$ cat src/rtl/id_exe_vec_stage_if.sv
// id_exe_vec_stage_if: upstream/downstream handshake and payload bundle for the ID->EXE vector stage
interface id_exe_vec_stage_if #(
  parameter int LANES       = 4,
  parameter int WIDTH       = 16,
  parameter int RD_W        = 4,
  parameter int ALU_W       = 4,
  parameter int STALL_CNT_W = 16
);
  logic                   flush;
  logic                   in_valid;
  logic                   in_ready;
  logic [LANES*WIDTH-1:0] in_vec_a;
  logic [LANES*WIDTH-1:0] in_vec_b;
  logic [WIDTH-1:0]       in_sc_a;
  logic [WIDTH-1:0]       in_sc_b;
  logic [RD_W-1:0]        in_rd;
  logic [ALU_W-1:0]       in_alu_ctrl;
  logic [4:0]             in_ctrl;
  logic                   out_valid;
  logic                   out_ready;
  logic [LANES*WIDTH-1:0] out_vec_a;
  logic [LANES*WIDTH-1:0] out_vec_b;
  logic [WIDTH-1:0]       out_sc_a;
  logic [WIDTH-1:0]       out_sc_b;
  logic [RD_W-1:0]        out_rd;
  logic [ALU_W-1:0]       out_alu_ctrl;
  logic [4:0]             out_ctrl;
  logic [1:0]             occupancy;
  logic [STALL_CNT_W-1:0] stall_cycles;
  modport master (
    output flush, in_valid, in_vec_a, in_vec_b, in_sc_a, in_sc_b, in_rd, in_alu_ctrl, in_ctrl, out_ready,
    input  in_ready, out_valid, out_vec_a, out_vec_b, out_sc_a, out_sc_b, out_rd, out_alu_ctrl, out_ctrl,
           occupancy, stall_cycles
  );
  modport slave (
    input  flush, in_valid, in_vec_a, in_vec_b, in_sc_a, in_sc_b, in_rd, in_alu_ctrl, in_ctrl, out_ready,
    output in_ready, out_valid, out_vec_a, out_vec_b, out_sc_a, out_sc_b, out_rd, out_alu_ctrl, out_ctrl,
           occupancy, stall_cycles
  );
endinterface

$ cat src/rtl/id_exe_vec_stage.sv
// id_exe_vec_stage: ID->EXE register stage with 2-entry skid buffer, flush and saturating stall counter
module id_exe_vec_stage #(
  parameter int LANES       = 4,
  parameter int WIDTH       = 16,
  parameter int RD_W        = 4,
  parameter int ALU_W       = 4,
  parameter int STALL_CNT_W = 16
) (
  input  logic               clk,
  input  logic               reset,
  id_exe_vec_stage_if.slave  bus
);
  localparam int P = 2*LANES*WIDTH + 2*WIDTH + RD_W + ALU_W + 5;
  // encoding doubles as the occupancy count
  typedef enum logic [1:0] {EMPTY = 2'd0, ONE = 2'd1, FULL = 2'd2} state_t;
  state_t                 r_state, w_next;
  logic [P-1:0]           r_main, r_skid, w_in;
  logic [STALL_CNT_W-1:0] r_stall;
  logic [4:0]             w_ctrl;
  logic                   w_acc, w_con, w_ld_main, w_ld_skid;
  assign w_in = {bus.in_vec_a, bus.in_vec_b, bus.in_sc_a, bus.in_sc_b, bus.in_rd, bus.in_alu_ctrl, bus.in_ctrl};
  assign bus.in_ready  = r_state != FULL;
  assign bus.out_valid = r_state != EMPTY;
  assign w_acc = bus.in_valid && bus.in_ready;
  assign w_con = bus.out_valid && bus.out_ready;
  always_comb begin
    w_next = r_state;
    if (bus.flush) w_next = EMPTY;
    else case (r_state)
      EMPTY:   w_next = w_acc ? ONE : EMPTY;
      ONE:     w_next = (w_acc && !w_con) ? FULL : (!w_acc && w_con) ? EMPTY : ONE;
      FULL:    w_next = w_con ? ONE : FULL;
      default: w_next = EMPTY;
    endcase
    w_ld_main = !bus.flush && (r_state == FULL ? w_con : w_acc && (r_state == EMPTY || w_con));
    w_ld_skid = !bus.flush && r_state == ONE && w_acc && !w_con;
  end
  always_ff @(posedge clk or posedge reset)
    if (reset) r_state <= EMPTY;
    else r_state <= w_next;
  always_ff @(posedge clk or posedge reset) begin
    if (reset) begin
      r_main  <= '0;
      r_skid  <= '0;
      r_stall <= '0;
    end else begin
      if (w_ld_main) r_main <= r_state == FULL ? r_skid : w_in;
      if (w_ld_skid) r_skid <= w_in;
      if (bus.out_valid && !bus.out_ready && !bus.flush && !(&r_stall)) r_stall <= r_stall + STALL_CNT_W'(1);
    end
  end
  assign {bus.out_vec_a, bus.out_vec_b, bus.out_sc_a, bus.out_sc_b, bus.out_rd, bus.out_alu_ctrl, w_ctrl} = r_main;
  assign bus.out_ctrl     = bus.out_valid ? w_ctrl : 5'd0;
  assign bus.occupancy    = r_state;
  assign bus.stall_cycles = r_stall;
endmodule

$ cat src/flat_wrapper.sv
// flat-port wrapper written by rule: the top's interface ports become plain ports
module id_exe_vec_stage_flat 
#(
  parameter int LANES       = 4,
  parameter int WIDTH       = 16,
  parameter int RD_W        = 4,
  parameter int ALU_W       = 4,
  parameter int STALL_CNT_W = 16
)
  (clk, reset, bus_flush, bus_in_valid, bus_in_vec_a, bus_in_vec_b, bus_in_sc_a, bus_in_sc_b, bus_in_rd, bus_in_alu_ctrl, bus_in_ctrl, bus_out_ready, bus_in_ready, bus_out_valid, bus_out_vec_a, bus_out_vec_b, bus_out_sc_a, bus_out_sc_b, bus_out_rd, bus_out_alu_ctrl, bus_out_ctrl, bus_occupancy, bus_stall_cycles);
  id_exe_vec_stage_if #(.LANES(LANES), .WIDTH(WIDTH), .RD_W(RD_W), .ALU_W(ALU_W), .STALL_CNT_W(STALL_CNT_W)) bus_i ();
  input  logic clk;
  input  logic reset;
  input wire logic [$bits(bus_i.flush)-1:0] bus_flush;
  input wire logic [$bits(bus_i.in_valid)-1:0] bus_in_valid;
  input wire logic [$bits(bus_i.in_vec_a)-1:0] bus_in_vec_a;
  input wire logic [$bits(bus_i.in_vec_b)-1:0] bus_in_vec_b;
  input wire logic [$bits(bus_i.in_sc_a)-1:0] bus_in_sc_a;
  input wire logic [$bits(bus_i.in_sc_b)-1:0] bus_in_sc_b;
  input wire logic [$bits(bus_i.in_rd)-1:0] bus_in_rd;
  input wire logic [$bits(bus_i.in_alu_ctrl)-1:0] bus_in_alu_ctrl;
  input wire logic [$bits(bus_i.in_ctrl)-1:0] bus_in_ctrl;
  input wire logic [$bits(bus_i.out_ready)-1:0] bus_out_ready;
  output wire logic [$bits(bus_i.in_ready)-1:0] bus_in_ready;
  output wire logic [$bits(bus_i.out_valid)-1:0] bus_out_valid;
  output wire logic [$bits(bus_i.out_vec_a)-1:0] bus_out_vec_a;
  output wire logic [$bits(bus_i.out_vec_b)-1:0] bus_out_vec_b;
  output wire logic [$bits(bus_i.out_sc_a)-1:0] bus_out_sc_a;
  output wire logic [$bits(bus_i.out_sc_b)-1:0] bus_out_sc_b;
  output wire logic [$bits(bus_i.out_rd)-1:0] bus_out_rd;
  output wire logic [$bits(bus_i.out_alu_ctrl)-1:0] bus_out_alu_ctrl;
  output wire logic [$bits(bus_i.out_ctrl)-1:0] bus_out_ctrl;
  output wire logic [$bits(bus_i.occupancy)-1:0] bus_occupancy;
  output wire logic [$bits(bus_i.stall_cycles)-1:0] bus_stall_cycles;
  assign bus_i.flush = bus_flush;
  assign bus_i.in_valid = bus_in_valid;
  assign bus_i.in_vec_a = bus_in_vec_a;
  assign bus_i.in_vec_b = bus_in_vec_b;
  assign bus_i.in_sc_a = bus_in_sc_a;
  assign bus_i.in_sc_b = bus_in_sc_b;
  assign bus_i.in_rd = bus_in_rd;
  assign bus_i.in_alu_ctrl = bus_in_alu_ctrl;
  assign bus_i.in_ctrl = bus_in_ctrl;
  assign bus_i.out_ready = bus_out_ready;
  assign bus_in_ready = bus_i.in_ready;
  assign bus_out_valid = bus_i.out_valid;
  assign bus_out_vec_a = bus_i.out_vec_a;
  assign bus_out_vec_b = bus_i.out_vec_b;
  assign bus_out_sc_a = bus_i.out_sc_a;
  assign bus_out_sc_b = bus_i.out_sc_b;
  assign bus_out_rd = bus_i.out_rd;
  assign bus_out_alu_ctrl = bus_i.out_alu_ctrl;
  assign bus_out_ctrl = bus_i.out_ctrl;
  assign bus_occupancy = bus_i.occupancy;
  assign bus_stall_cycles = bus_i.stall_cycles;
  id_exe_vec_stage #(.LANES(LANES), .WIDTH(WIDTH), .RD_W(RD_W), .ALU_W(ALU_W), .STALL_CNT_W(STALL_CNT_W)) u_core (.clk(clk), .reset(reset), .bus(bus_i));
endmodule
$ cat config.mk
export PLATFORM = sky130hd
export DESIGN_NAME = id_exe_vec_stage_flat
export DESIGN_NICKNAME = d
export VERILOG_FILES = /design/src/rtl/id_exe_vec_stage_if.sv /design/src/rtl/id_exe_vec_stage.sv /design/src/flat_wrapper.sv
export SDC_FILE = /design/constraint.sdc
export NUM_CORES = 1
export LEC_CHECK = 0
export CORE_ASPECT_RATIO = 0.6
export CORE_MARGIN = 2
export CORE_UTILIZATION = 45
export DETAILED_ROUTE_END_ITERATION = 8
export PLACE_DENSITY = 0.72
export SKIP_LAST_GASP = 1
export SYNTH_ARGS = -nofsm -noshare
export SYNTH_HDL_FRONTEND = slang
export SYNTH_SLANG_ARGS = --single-unit
$ cat constraint.sdc
create_clock -name clk -period 14.55 [get_ports clk]
set_input_delay 2.91 -clock clk [delete_from_list [all_inputs] [get_ports clk]]
set_output_delay 2.91 -clock clk [all_outputs]
set_load 0.01 [all_outputs]
==> impl_metrics.env <==
export IMPL_worstSetupEndpointType="flop"
export IMPL_die_area_sq_um=39540
export IMPL_grt_use_total=0.1844
export IMPL_drc=0
export IMPL_avgRoutedWirePerCell_um=19.18
export IMPL_vdd_drop_max_mv=0.1146
export IMPL_ys_warn_count=0
export IMPL_hold_violations=0
export IMPL_gr_max_usage_layer="met2"
export IMPL_status="finished clean"
export IMPL_syn2layout_area_growth_pct=23.76
export IMPL_post_route_min_period_ns=5.608
export IMPL_core_area_sq_um=37500
export IMPL_start_util=0.4550
export IMPL_fin_setup_tns_ns=0
export IMPL_io_buffers=370
export IMPL_finish_utilization=0.5631
export IMPL_sw_frac_of_total=0.2530
export IMPL_cts_buffers_inserted=37
export IMPL_cts_num_sinks=364
export IMPL_p_comb_frac=0.223
export IMPL_row_count=55
export IMPL_seqPwrFrac=0.460
export IMPL_path_max_fanout=147
export IMPL_clk_pin_slew_worst_paths_ns=0.06
export IMPL_cp_arrival_ns=6.00
export IMPL_min_path_type="flop to flop"
export IMPL_critPathRequiredTime_ns=14.94
export IMPL_start_kind="primary input"
export IMPL_insertion_delay_ns=0.52
export IMPL_place_hpwl_mm=23.94
export IMPL_ctsHoldBuffers=0
export IMPL_power_leakage_nw=8.926
export IMPL_pre_cts_slack_ns=8.496
export IMPL_clockBufferDepth=3
export IMPL_path_cells="clkdlybuf4s50_1 > mux2i_1 > or2_1 > a21oi_4 > buf_12 > mux2_2"
export IMPL_synth_nets=1364
export IMPL_grt_pass1_vias=10350
export IMPL_drv_cap=0
export IMPL_num_io_pins=371
export IMPL_slew_headroom=0.2419
export IMPL_fin_skew_ns=0.01137
export IMPL_whs_ns=0.4988
export IMPL_power_density_nw_per_um2=141.8
export IMPL_fp_dieW_um=255.4
export IMPL_cts_root_buffer="clkbuf_16"
export IMPL_drv_slew=0
export IMPL_p_int_mw=2.237
export IMPL_fin_ws_ns=8.942
export IMPL_finalNetCount=1553
export IMPL_avgViaCountPerCell=5.031
export IMPL_gp_congestion=0.7758
export IMPL_num_vias=9635
export IMPL_rsz0062_at_grt="no"
export IMPL_ctsResizeCount=0
export IMPL_postCtsSetupRepairBufs=0
export IMPL_layout_drive_gt1_share=0.4211
export IMPL_grt_util_met1=0.2550
export IMPL_critical_path_slowest_cell="a21oi_4"
export IMPL_p_sw_mw=0.7575
export IMPL_worst_pin_slew_ns=1.137
export IMPL_die_height_um=154.8
export IMPL_grt_ovfl_total=0
export IMPL_timing_fmax_mhz=178.3
export IMPL_max_stage_delay_ns=0.78
export IMPL_drtAntennaViolNets=0
export IMPL_cts_tree="yes"
export IMPL_seq_area_frac_synth=0.5338
export IMPL_syn_area_per_cell_sq_um=14.40
export IMPL_synth_cell_types=31
export IMPL_synth_seq_cells=364
export IMPL_grt_pass1_wl_mm=58.32
export IMPL_antenna_found_initial=1
export IMPL_post_route_period_util=0.3854
export IMPL_path_class="primary input to flop"
export IMPL_wl_mm=36.74
export IMPL_first_pass_iters=4
export IMPL_syn_inst=1185
export IMPL_synth_area_sq_um=17060
export IMPL_htree_levels=2
export IMPL_grt_met2_usage=0.2896
export IMPL_drtIter0Drc=431
export IMPL_grtUsageMet3=0.04228
export IMPL_clkPwrFrac=0.317
export IMPL_grt_max_degree=163
export IMPL_setup_viol=0
## cell type report
cell class / count / area (sq um)
clock buffer: 52 / 1075
sequential: 364 / 9109
timing repair buffer: 377 / 3794
inverter: 2 / 15.01
antenna: 1 / 2.502
multi-input combinational: 592 / 6349
fill: 2994 / 16390
tap: 513 / 641.9
clock inverter: 14 / 132.6
## logic make-up after synthesis
family,synth area share
XOR/XNOR,0.007699
AND/OR/NAND/NOR,0.01672
multiplexers,0.3437
buffers and inverters,0.09554
adder cells (fa/ha/maj),0.0007331
AO/OA/AOI/OAI,0.001760
flip-flops,0.5338
## worst max-delay path: cells and delay by family
family          cells  cell delay, ns
compound gates      1            0.78
mux                 2            0.52
simple gates        1            0.27
buf+inv             2            1.08
## synth_stat cells
master / number / area (sq um)
mux2_2: 520 / 5856
dfrtp_1: 364 / 9109
buf_4: 180 / 1351
buf_2: 34 / 170.2
xor2_1: 15 / 131.4
nand2_1: 9 / 33.78
buf_6: 7 / 78.83
nor4_1: 7 / 43.79
clkbuf_1: 5 / 18.77
nand4_1: 5 / 31.28
nor2b_1: 5 / 31.28
nor3_1: 5 / 25.02
nor2_1: 4 / 15.01
and3_1: 3 / 18.77
nand3_1: 3 / 15.01
a21oi_1: 2 / 10.01
inv_1: 2 / 7.510
nor3b_1: 2 / 15.01
a21boi_0: 1 / 7.510
a21o_1: 1 / 7.510
and4_1: 1 / 8.760
buf_1: 1 / 3.750
ha_1: 1 / 12.51
mux2i_1: 1 / 10.01
nand2b_1: 1 / 6.260
nand3b_1: 1 / 7.510
nand4b_1: 1 / 8.760
nor4_2: 1 / 12.51
o21ai_1: 1 / 5.000
or2_1: 1 / 6.260
or3_1: 1 / 6.260
## path summary, 6_finish.rpt
| check | from | end | slack [ns] | depth (start not counted) |
|---|---|---|---|---|
| worst max-delay path | bus_out_ready | u_core.r_main[169]$_DFFE_PP0P_ | 8.94 | 6 |
| worst min-delay path | u_core.r_skid[99]$_DFFE_PP0P_ | u_core.r_skid[99]$_DFFE_PP0P_ | 0.50 | 1 |
| worst max register to register | u_core.bus.occupancy[1]$_DFF_PP0_ | u_core.r_main[169]$_DFFE_PP0P_ | 11.36 | 5 |
| worst min register to register | u_core.r_skid[99]$_DFFE_PP0P_ | u_core.r_skid[99]$_DFFE_PP0P_ | 0.50 | 1 |
| max in group asynchronous | reset | u_core.r_main[102]$_DFFE_PP0P_ | 10.04 | 3 |
| min in group asynchronous | reset | u_core.r_main[49]$_DFFE_PP0P_ | 2.99 | 2 |
## power by group through the flow
stage | logic (mW) | clock network, mW | registers [mW]
2_1_floorplan | 0.487 | 0 | 1.36
3_3_place_gp | 0.657 | 0 | 1.38
3_5_place_dp | 0.676 | 0 | 1.39
4_1_cts | 0.679 | 0.982 | 1.38
5_1_grt | 0.716 | 1.03 | 1.41
6_report | 0.668 | 0.949 | 1.38
## registers in the layout, indices dropped and copies added (netlist names)
register                 count
u_core.r_skid              173
u_core.bus.occupancy         2
u_core.bus.stall_cycles     16
u_core.r_main              173
## placed cells by master (no fill, tap or decap), types with 2 or more instances in the layout
cell type / n
nor3_1: 5
nor4_1: 7
bufinv_16: 2
clkbuf_16: 39
clkinvlp_4: 2
and3_1: 3
clkdlybuf4s50_1: 370
nor3b_1: 2
nand4_1: 5
clkbuf_1: 8
buf_4: 4
nor2b_1: 5
nand3_1: 3
nor2_1: 4
buf_12: 3
dfrtp_1: 364
nand2_1: 9
mux2_2: 520
xor2_1: 15
inv_6: 2
clkbuf_8: 5
clkinv_2: 8
## metal layers
metal / routed length, um / up-vias
met3: 1766 / 72
met2: 17050 / 219
met1: 16880 / 4947
li1: - / 4397
met5: 0 / -
met4: 1045 / 0
## per-stage QoR
stage	std cells	total power, mW	instance area [sq um]
global route	1915	3.152	21120
detailed placement	1848	2.071	19910
floorplan	1185	1.846	17060
global placement	1848	2.038	19910
finish	1915	2.994	21120
CTS	1914	3.040	21120
No activity file was read; power rests on OpenSTA's default activity.
